--- src/rtl/tdm_demux.sv ---
//------------------------------------------------------------------------------
// tdm_demux : locks to slot-0 sync and releases coherent N_CH-word frames
// Revision  : 1.0
//------------------------------------------------------------------------------
`default_nettype none

module tdm_demux #(
   parameter int N_CH = 4,
   parameter int W    = 8
) (
   input  logic              clk,
   input  logic              rst,
   input  logic [W-1:0]      din,
   input  logic              din_valid,
   input  logic              sync,
   output logic [N_CH*W-1:0] dout,
   output logic              frame_valid,
   output logic              locked,
   output logic              sync_err
);

   localparam int SW = (N_CH > 2) ? $clog2(N_CH) : 1;
   localparam logic [SW-1:0] LAST_SLOT = SW'(N_CH - 1);
   localparam logic [SW-1:0] SLOT_ONE  = SW'(1);

   typedef enum logic [0:0] {HUNT = 1'b0, LOCKED = 1'b1} state_t;

   state_t              state_q, state_d;
   logic [SW-1:0]       slot_q, slot_d;
   logic [W-1:0]        shadow_q [N_CH];
   logic                wr_en_d;
   logic [SW-1:0]       wr_idx_d;
   logic [N_CH*W-1:0]   dout_q, dout_d;
   logic                fv_q, fv_d;
   logic                err_q, err_d;

   always_comb begin
      state_d  = state_q;
      slot_d   = slot_q;
      wr_en_d  = 1'b0;
      wr_idx_d = '0;
      dout_d   = dout_q;
      fv_d     = 1'b0;
      err_d    = 1'b0;
      if (din_valid) begin
         if (state_q == HUNT) begin
            if (sync) begin
               wr_en_d = 1'b1;
               slot_d  = SLOT_ONE;
               state_d = LOCKED;
            end
         end else if (slot_q == '0) begin
            if (sync) begin
               wr_en_d = 1'b1;
               slot_d  = SLOT_ONE;
            end else begin
               err_d   = 1'b1;
               state_d = HUNT;
            end
         end else if (sync) begin
            // Early sync: drop the partial frame and restart at slot 0.
            err_d   = 1'b1;
            wr_en_d = 1'b1;
            slot_d  = SLOT_ONE;
         end else begin
            wr_en_d  = 1'b1;
            wr_idx_d = slot_q;
            if (slot_q == LAST_SLOT) begin
               for (int k = 0; k < N_CH - 1; k++)
                  dout_d[k*W +: W] = shadow_q[k];
               dout_d[(N_CH-1)*W +: W] = din;
               fv_d   = 1'b1;
               slot_d = '0;
            end else begin
               slot_d = slot_q + SLOT_ONE;
            end
         end
      end
   end

   always_ff @(posedge clk) begin
      if (rst) begin
         state_q <= HUNT;
         slot_q  <= '0;
         dout_q  <= '0;
         fv_q    <= 1'b0;
         err_q   <= 1'b0;
         for (int k = 0; k < N_CH; k++)
            shadow_q[k] <= '0;
      end else begin
         state_q <= state_d;
         slot_q  <= slot_d;
         dout_q  <= dout_d;
         fv_q    <= fv_d;
         err_q   <= err_d;
         if (wr_en_d)
            shadow_q[wr_idx_d] <= din;
      end
   end

   assign dout        = dout_q;
   assign frame_valid = fv_q;
   assign sync_err    = err_q;
   assign locked      = (state_q == LOCKED);

endmodule

`default_nettype wire

--- config.mk ---
export PLATFORM = sky130hd
export DESIGN_NAME = tdm_demux
export DESIGN_NICKNAME = d
export VERILOG_FILES = /design/src/rtl/tdm_demux.sv
export SDC_FILE = /design/constraint.sdc
export NUM_CORES = 1
export LEC_CHECK = 0
export BUFFER_PORTS_ARGS = -buffer_cell sky130_fd_sc_hd__buf_2
export CAP_MARGIN = 20
export CELL_PAD_IN_SITES_DETAIL_PLACEMENT = 1
export CELL_PAD_IN_SITES_GLOBAL_PLACEMENT = 1
export CORE_UTILIZATION = 35
export DETAILED_ROUTE_END_ITERATION = 12
export PLACE_DENSITY = 0.74
export RECOVER_POWER = 100
export SYNTH_ARGS = -nofsm -noshare
export SYNTH_HDL_FRONTEND = slang
export SYNTH_SLANG_ARGS = --single-unit
--- constraint.sdc ---
create_clock -name clk -period 5.8 [get_ports clk]
set_input_delay 1.16 -clock clk [delete_from_list [all_inputs] [get_ports clk]]
set_output_delay 1.16 -clock clk [all_outputs]
set_load 0.05 [all_outputs]
==> results of run 1 <==
## worst paths after layout
| kind | startpoint | to | slack, ns | cells past startpoint |
|---|---|---|---|---|
| worst max register to register | slot_q[0]$_SDFFE_PP0P_ | shadow_q[2][5]$_SDFFCE_PN0P_ | 2.77 | 6 |
| worst max-delay path | rst | shadow_q[2][5]$_SDFFCE_PN0P_ | 2.04 | 4 |
| worst min-delay path | dout[4]$_SDFFE_PP0P_ | dout[4]$_SDFFE_PP0P_ | 0.45 | 2 |
| worst min register to register | dout[4]$_SDFFE_PP0P_ | dout[4]$_SDFFE_PP0P_ | 0.45 | 2 |
## cell usage after synthesis, drive strengths merged
library cell,count
nand2,65
buf,7
ha,4
nor3,1
dfxtp,37
and4,1
a21boi,1
a21oi,34
nor2b,1
clkbuf,8
nor4,1
nand3,1
o31ai,1
nand3b,1
or2b,1
and3,25
nor3b,1
o21a,1
and4bb,1
nor2,1
inv,4
a21o,4
nand2b,3
nand4,1
edfxtp,24
o2111ai,1
## power groups by stage
stage | logic [W] | clock network (W) | registers, W
CTS | 0.0000339 | 0.000309 | 0.000458
global placement | 0.0000324 | 0 | 0.000467
global route | 0.0000355 | 0.000327 | 0.000459
floorplan | 0.0000199 | 0 | 0.000468
detailed placement | 0.0000337 | 0 | 0.000467
finish | 0.0000318 | 0.000300 | 0.000458
## worst reg2reg max path, cell delays in order, from the launching register on
cell and delay, ns:
dfxtp_1 0.41, inv_1 0.13, ha_1 0.28, ha_1 0.21, nand2b_1 0.14, a21oi_1 1.10, a21o_1 0.43
## cell type report
class | instances | area share [%]
Sequential cell | 61 | 53.8
Multi-Input combinational cell | 150 | 29.6
Timing Repair Buffer | 47 | 6.92
Clock buffer | 12 | 4.98
Tap cell | 77 | 3.55
Clock inverter | 3 | 0.553
Inverter | 4 | 0.553
## per-stage QoR
stage	instance area, µm²	util (%)	std cells	setup slack (ns)
floorplan	2380	-	230	3.35
global placement	2630	40.7	339	2.80
detailed placement	2630	40.7	339	2.77
CTS	2780	43.0	354	3.13
global route	2710	42.0	354	1.78
finish	2710	42.0	354	2.04
## kinds of logic after synthesis
| logic type | Yosys count |
|---|---|
| compound gates | 42 |
| fa+ha+maj | 4 |
| buf+inv | 19 |
| flops | 61 |
| simple gates | 104 |
## state kept, by name, indices dropped and copies added, names as in the netlist
register     cells
dout            32
shadow_q        24
slot_q           2
frame_valid      1
locked           1
sync_err         1
## per-layer routing
metal / vias up / track usage, %
met5: - / 0
met4: 0 / 8.47
met3: 9 / 3.44
met2: 43 / 25.9
met1: 837 / 17.9
li1: 872 / -
==> impl_metrics.env, run 1 <==
export IMPL_drt_total_wl_um=5160
export IMPL_post_cts_buffers=0
export IMPL_whs_ns=0.454
export IMPL_finalSetupViolCount=0
export IMPL_port_buffers=46
export IMPL_synthAdderAreaFrac_pct=2.10
export IMPL_cts_hold_buffers_added=0
export IMPL_status="complete, but fails checks"
export IMPL_seqPwrFrac_pct=58.0
export IMPL_gp_congestion=0.746
export IMPL_worstSkewPairLatency_ns=0.33
export IMPL_relSlewSlack_pct=-19.5
export IMPL_clock_skew_ns=0.00551
export IMPL_ys_seq_area_share_pct=61.4
export IMPL_synth_fp_nets=246
export IMPL_power_switching_w=0.000176
export IMPL_synthDistinctLibCells=30
export IMPL_synth_area_um2=2380
export IMPL_wl_met2_um=2540
export IMPL_arrival_ns=3.75
export IMPL_core_um2=6460
export IMPL_vias=1761
export IMPL_vdd_ir_drop_worst_mv=0.127
export IMPL_io_pins=47
export IMPL_htree_levels=3
export IMPL_criticalPathCategory="in -> reg"
export IMPL_cp_num_buf_inv=1
export IMPL_dieArea_um2=7130
export IMPL_worstPathRequired_ns=5.79
export IMPL_power_density_nw_per_um2=291
export IMPL_top_layer_used="met4"
export IMPL_root_buffer="clkbuf_8"
export IMPL_yosys_warnings=0
export IMPL_period_minus_slack_ns=3.76
export IMPL_power_w=0.000790
export IMPL_synth_top_family_by_area="simple AND/OR/NAND/NOR gates"
export IMPL_violations="DRC, capacitance limit, slew limit"
export IMPL_max_freq_mhz=266
export IMPL_cts_resized_gates=0
export IMPL_track_usage_pct=15.2
export IMPL_ant_nets=0
export IMPL_grt_pass1_wl_um=8280
export IMPL_crit_chain="clkbuf_1, nand2b_1, a21oi_1, a21o_1"
export IMPL_yosysTopAreaCell="dfxtp_1"
export IMPL_drt_iter0_drc=64
export IMPL_rsz0062_at_grt="no"
export IMPL_synth_compound_area_share_pct=10.4
export IMPL_fillers=756
export IMPL_synth_ff_latch_count=61
export IMPL_final_period_utilization_pct=64.8
export IMPL_cts_sink_count=61
export IMPL_first_pass_iters=8
export IMPL_synth_xor_area_share_pct=0
export IMPL_drv_cap=1
export IMPL_startpoint_type="primary input"
export IMPL_synth_top_cell_area_share_pct=31.1
export IMPL_seq_area_um2=1460
export IMPL_nets=289
export IMPL_final_cell_mix="nand2_1, clkbuf_1, dfxtp_1"
export IMPL_drv_slew=43
export IMPL_die_w_um=84.5
export IMPL_hold_path_class="reg -> reg"
export IMPL_cts_tree="yes"
export IMPL_internal_power_w=0.000614
export IMPL_drive_above_1_share_pct=11.2
export IMPL_muxShareOfSynthArea_pct=0
export IMPL_antenna_found_initial=0
export IMPL_hold_viol=0
export IMPL_grt_ovfl_total=0
export IMPL_grt_pass1_vias=1716
export IMPL_multi_input_area_um2=803
export IMPL_synth_area_leaders="dfxtp_1, edfxtp_1, nand2_1"
export IMPL_diodes=0
export IMPL_swShare_pct=22.3
export IMPL_cts_made_buffers=9
export IMPL_tns_ns=0
export IMPL_clk_pin_slew_ns=0.06
export IMPL_p_comb_share_pct=4.0
export IMPL_met3WireLength_um=229
export IMPL_initial_core_util_pct=36.8
export IMPL_wl_met1_um=2300
export IMPL_wire_per_inst_um=14.6
export IMPL_place_hpwl_um=3580
export IMPL_yosys_area_share_simple_pct=21.9
export IMPL_syn_inst=230
export IMPL_routed_via_density=4.97
export IMPL_endpoint_kind="flip-flop"
export IMPL_critPathMaxStageDelay_ns=1.10
export IMPL_die_h_um=84.5
export IMPL_leakage_nw=1.03
export IMPL_cp_top_family="compound AO/OA/AOI/OAI gates"
export IMPL_cp_max_fo=42
export IMPL_syn_area_per_cell_um2=10.3
export IMPL_final_common_cell="nand2_1"
export IMPL_tightest_slew_ns=1.79
export IMPL_drc=4
export IMPL_placement_rows=29
export IMPL_grt_max_degree=43
export IMPL_clkPwrFrac_pct=38.0
export IMPL_layout_area_overhead_vs_synth_pct=14.0
export IMPL_crit_slowest_cell="a21oi_1"
export IMPL_clockBufferDepth=2
Note: power is estimated with default switching activity, not from simulation.
==> run 2: changes to the inputs <==
PLACE_DENSITY = 0.77   (was 0.74)
clock period = 3.2 ns   (was 5.8 ns; I/O delays follow)
==> impl_metrics.env, run 2 (synthesis results as in run 1) <==
export IMPL_status="complete, but fails checks"
export IMPL_violations="DRC"
export IMPL_crit_chain="inv_1, ha_1, ha_1, nand2b_1, a21oi_4, a21o_1"
export IMPL_swShare_pct=20.4
export IMPL_final_common_cell="nand2_1"
export IMPL_drt_total_wl_um=5140
export IMPL_hold_path_class="reg -> reg"
export IMPL_fillers=761
export IMPL_first_pass_iters=8
export IMPL_final_cell_mix="nand2_1, dfxtp_1, clkbuf_1"
export IMPL_root_buffer="clkbuf_8"
export IMPL_cts_sink_count=61
export IMPL_grt_pass1_vias=1737
export IMPL_placement_rows=29
export IMPL_drv_cap=0
export IMPL_core_um2=6460
export IMPL_power_density_nw_per_um2=608
export IMPL_tightest_slew_ns=0.720
export IMPL_cp_max_fo=28
export IMPL_criticalPathCategory="reg -> reg"
export IMPL_dpl_instance_area_um2=2640
export IMPL_power_switching_w=0.000352
export IMPL_clock_skew_ns=0.00540
export IMPL_place_hpwl_um=3620
export IMPL_clkPwrFrac_pct=48.5
export IMPL_tns_ns=0
export IMPL_worstPathRequired_ns=3.21
export IMPL_p_comb_share_pct=3.4
export IMPL_die_w_um=84.5
export IMPL_vdd_ir_drop_worst_mv=0.427
export IMPL_gp_congestion=0.773
export IMPL_dieArea_um2=7130
export IMPL_arrival_ns=2.36
export IMPL_cts_made_buffers=9
export IMPL_critPathMaxStageDelay_ns=0.48
export IMPL_cp_top_family="compound AO/OA/AOI/OAI gates"
export IMPL_internal_power_w=0.00138
export IMPL_largest_reg_flops=32
export IMPL_final_period_utilization_pct=73.5
export IMPL_max_freq_mhz=425
export IMPL_grt_pass1_wl_um=8350
export IMPL_cts_hold_buffers_added=0
export IMPL_die_h_um=84.5
export IMPL_layout_area_overhead_vs_synth_pct=19.5
export IMPL_initial_core_util_pct=36.8
export IMPL_ant_nets=0
export IMPL_htree_levels=3
export IMPL_seq_area_um2=1460
export IMPL_multi_input_area_um2=815
export IMPL_drive_above_1_share_pct=14.3
export IMPL_whs_ns=0.459
export IMPL_cpMostUsedCell="ha_1"
export IMPL_antenna_found_initial=0
export IMPL_drv_slew=0
export IMPL_routed_via_density=4.95
export IMPL_cts_resized_gates=0
export IMPL_diodes=0
export IMPL_hold_viol=0
export IMPL_io_pins=47
export IMPL_finalSetupViolCount=0
export IMPL_seqPwrFrac_pct=48.0
export IMPL_grt_max_degree=43
export IMPL_port_buffers=46
export IMPL_drc=4
export IMPL_grt_ovfl_total=0
export IMPL_leakage_nw=1.09
export IMPL_cp_num_buf_inv=1
export IMPL_drt_iter0_drc=90
export IMPL_rsz0062_at_grt="no"
export IMPL_cts_tree="yes"
export IMPL_startpoint_type="flip-flop"
export IMPL_wire_per_inst_um=14.4
export IMPL_worstSkewPairLatency_ns=0.34
export IMPL_crit_slowest_cell="a21oi_4"
export IMPL_relSlewSlack_pct=52.0
export IMPL_track_usage_pct=15.5
export IMPL_vias=1766
export IMPL_nets=291
export IMPL_post_cts_buffers=0
export IMPL_design_area_um2=2840
export IMPL_clockBufferDepth=2
export IMPL_period_minus_slack_ns=2.35
export IMPL_clk_pin_slew_ns=0.07
export IMPL_endpoint_kind="flip-flop"
## run 2: layout make-up
class	instances	share of cell area (%)
Clock buffer	10	4.84
Clock inverter	6	3.87
Inverter	4	0.528
Multi-Input combinational cell	150	28.6
Sequential cell	61	51.4
Tap cell	77	3.39
Timing Repair Buffer	49	7.35
## run 2: path summary, 6_finish.rpt
check	from	to	slack [ns]	cells past startpoint
setup / recovery	slot_q[0]$_SDFFE_PP0P_	shadow_q[2][1]$_SDFFCE_PN0P_	0.85	6
hold / removal	dout[12]$_SDFFE_PP0P_	dout[12]$_SDFFE_PP0P_	0.46	2
setup reg to reg	slot_q[0]$_SDFFE_PP0P_	shadow_q[2][1]$_SDFFCE_PN0P_	0.85	6
hold reg to reg	dout[12]$_SDFFE_PP0P_	dout[12]$_SDFFE_PP0P_	0.46	2
## run 2: per-layer routing
layer	wire [µm]	track usage (%)	up-vias	share of wire [%]
li1	-	-	874	-
met1	2250	17.8	841	44
met2	2510	26.1	39	49
met3	235	3.74	12	4.6
met4	143	10.2	0	2.8
met5	0	0	-	0
## run 2: power groups by stage
stage	Combinational (W)	Clock [W]	Sequential, W
after floorplan	0.0000360	0	0.000848
after global placement	0.0000576	0	0.000847
after detailed placement	0.0000600	0	0.000847
after CTS	0.0000605	0.000863	0.000830
after global routing	0.0000658	0.000894	0.000831
final	0.0000593	0.000839	0.000830
## run 2: worst reg2reg max path: stages (launching register included)
cell      delay, ns
dfxtp_1        0.40
inv_1          0.11
ha_1           0.27
ha_1           0.20
nand2b_1       0.17
a21oi_4        0.48
a21o_1         0.39
## run 2: metrics by stage
| stage | utilization (%) | power (W) | cells | worst slack (ns) |
|---|---|---|---|---|
| after floorplan | - | 0.000884 | 230 | 1.27 |
| after global placement | 40.9 | 0.000905 | 341 | 0.927 |
| after detailed placement | 40.9 | 0.000907 | 341 | 0.866 |
| after CTS | 44.8 | 0.00175 | 357 | 0.936 |
| after global routing | 44.0 | 0.00179 | 357 | 0.677 |
| final | 44.0 | 0.00173 | 357 | 0.849 |
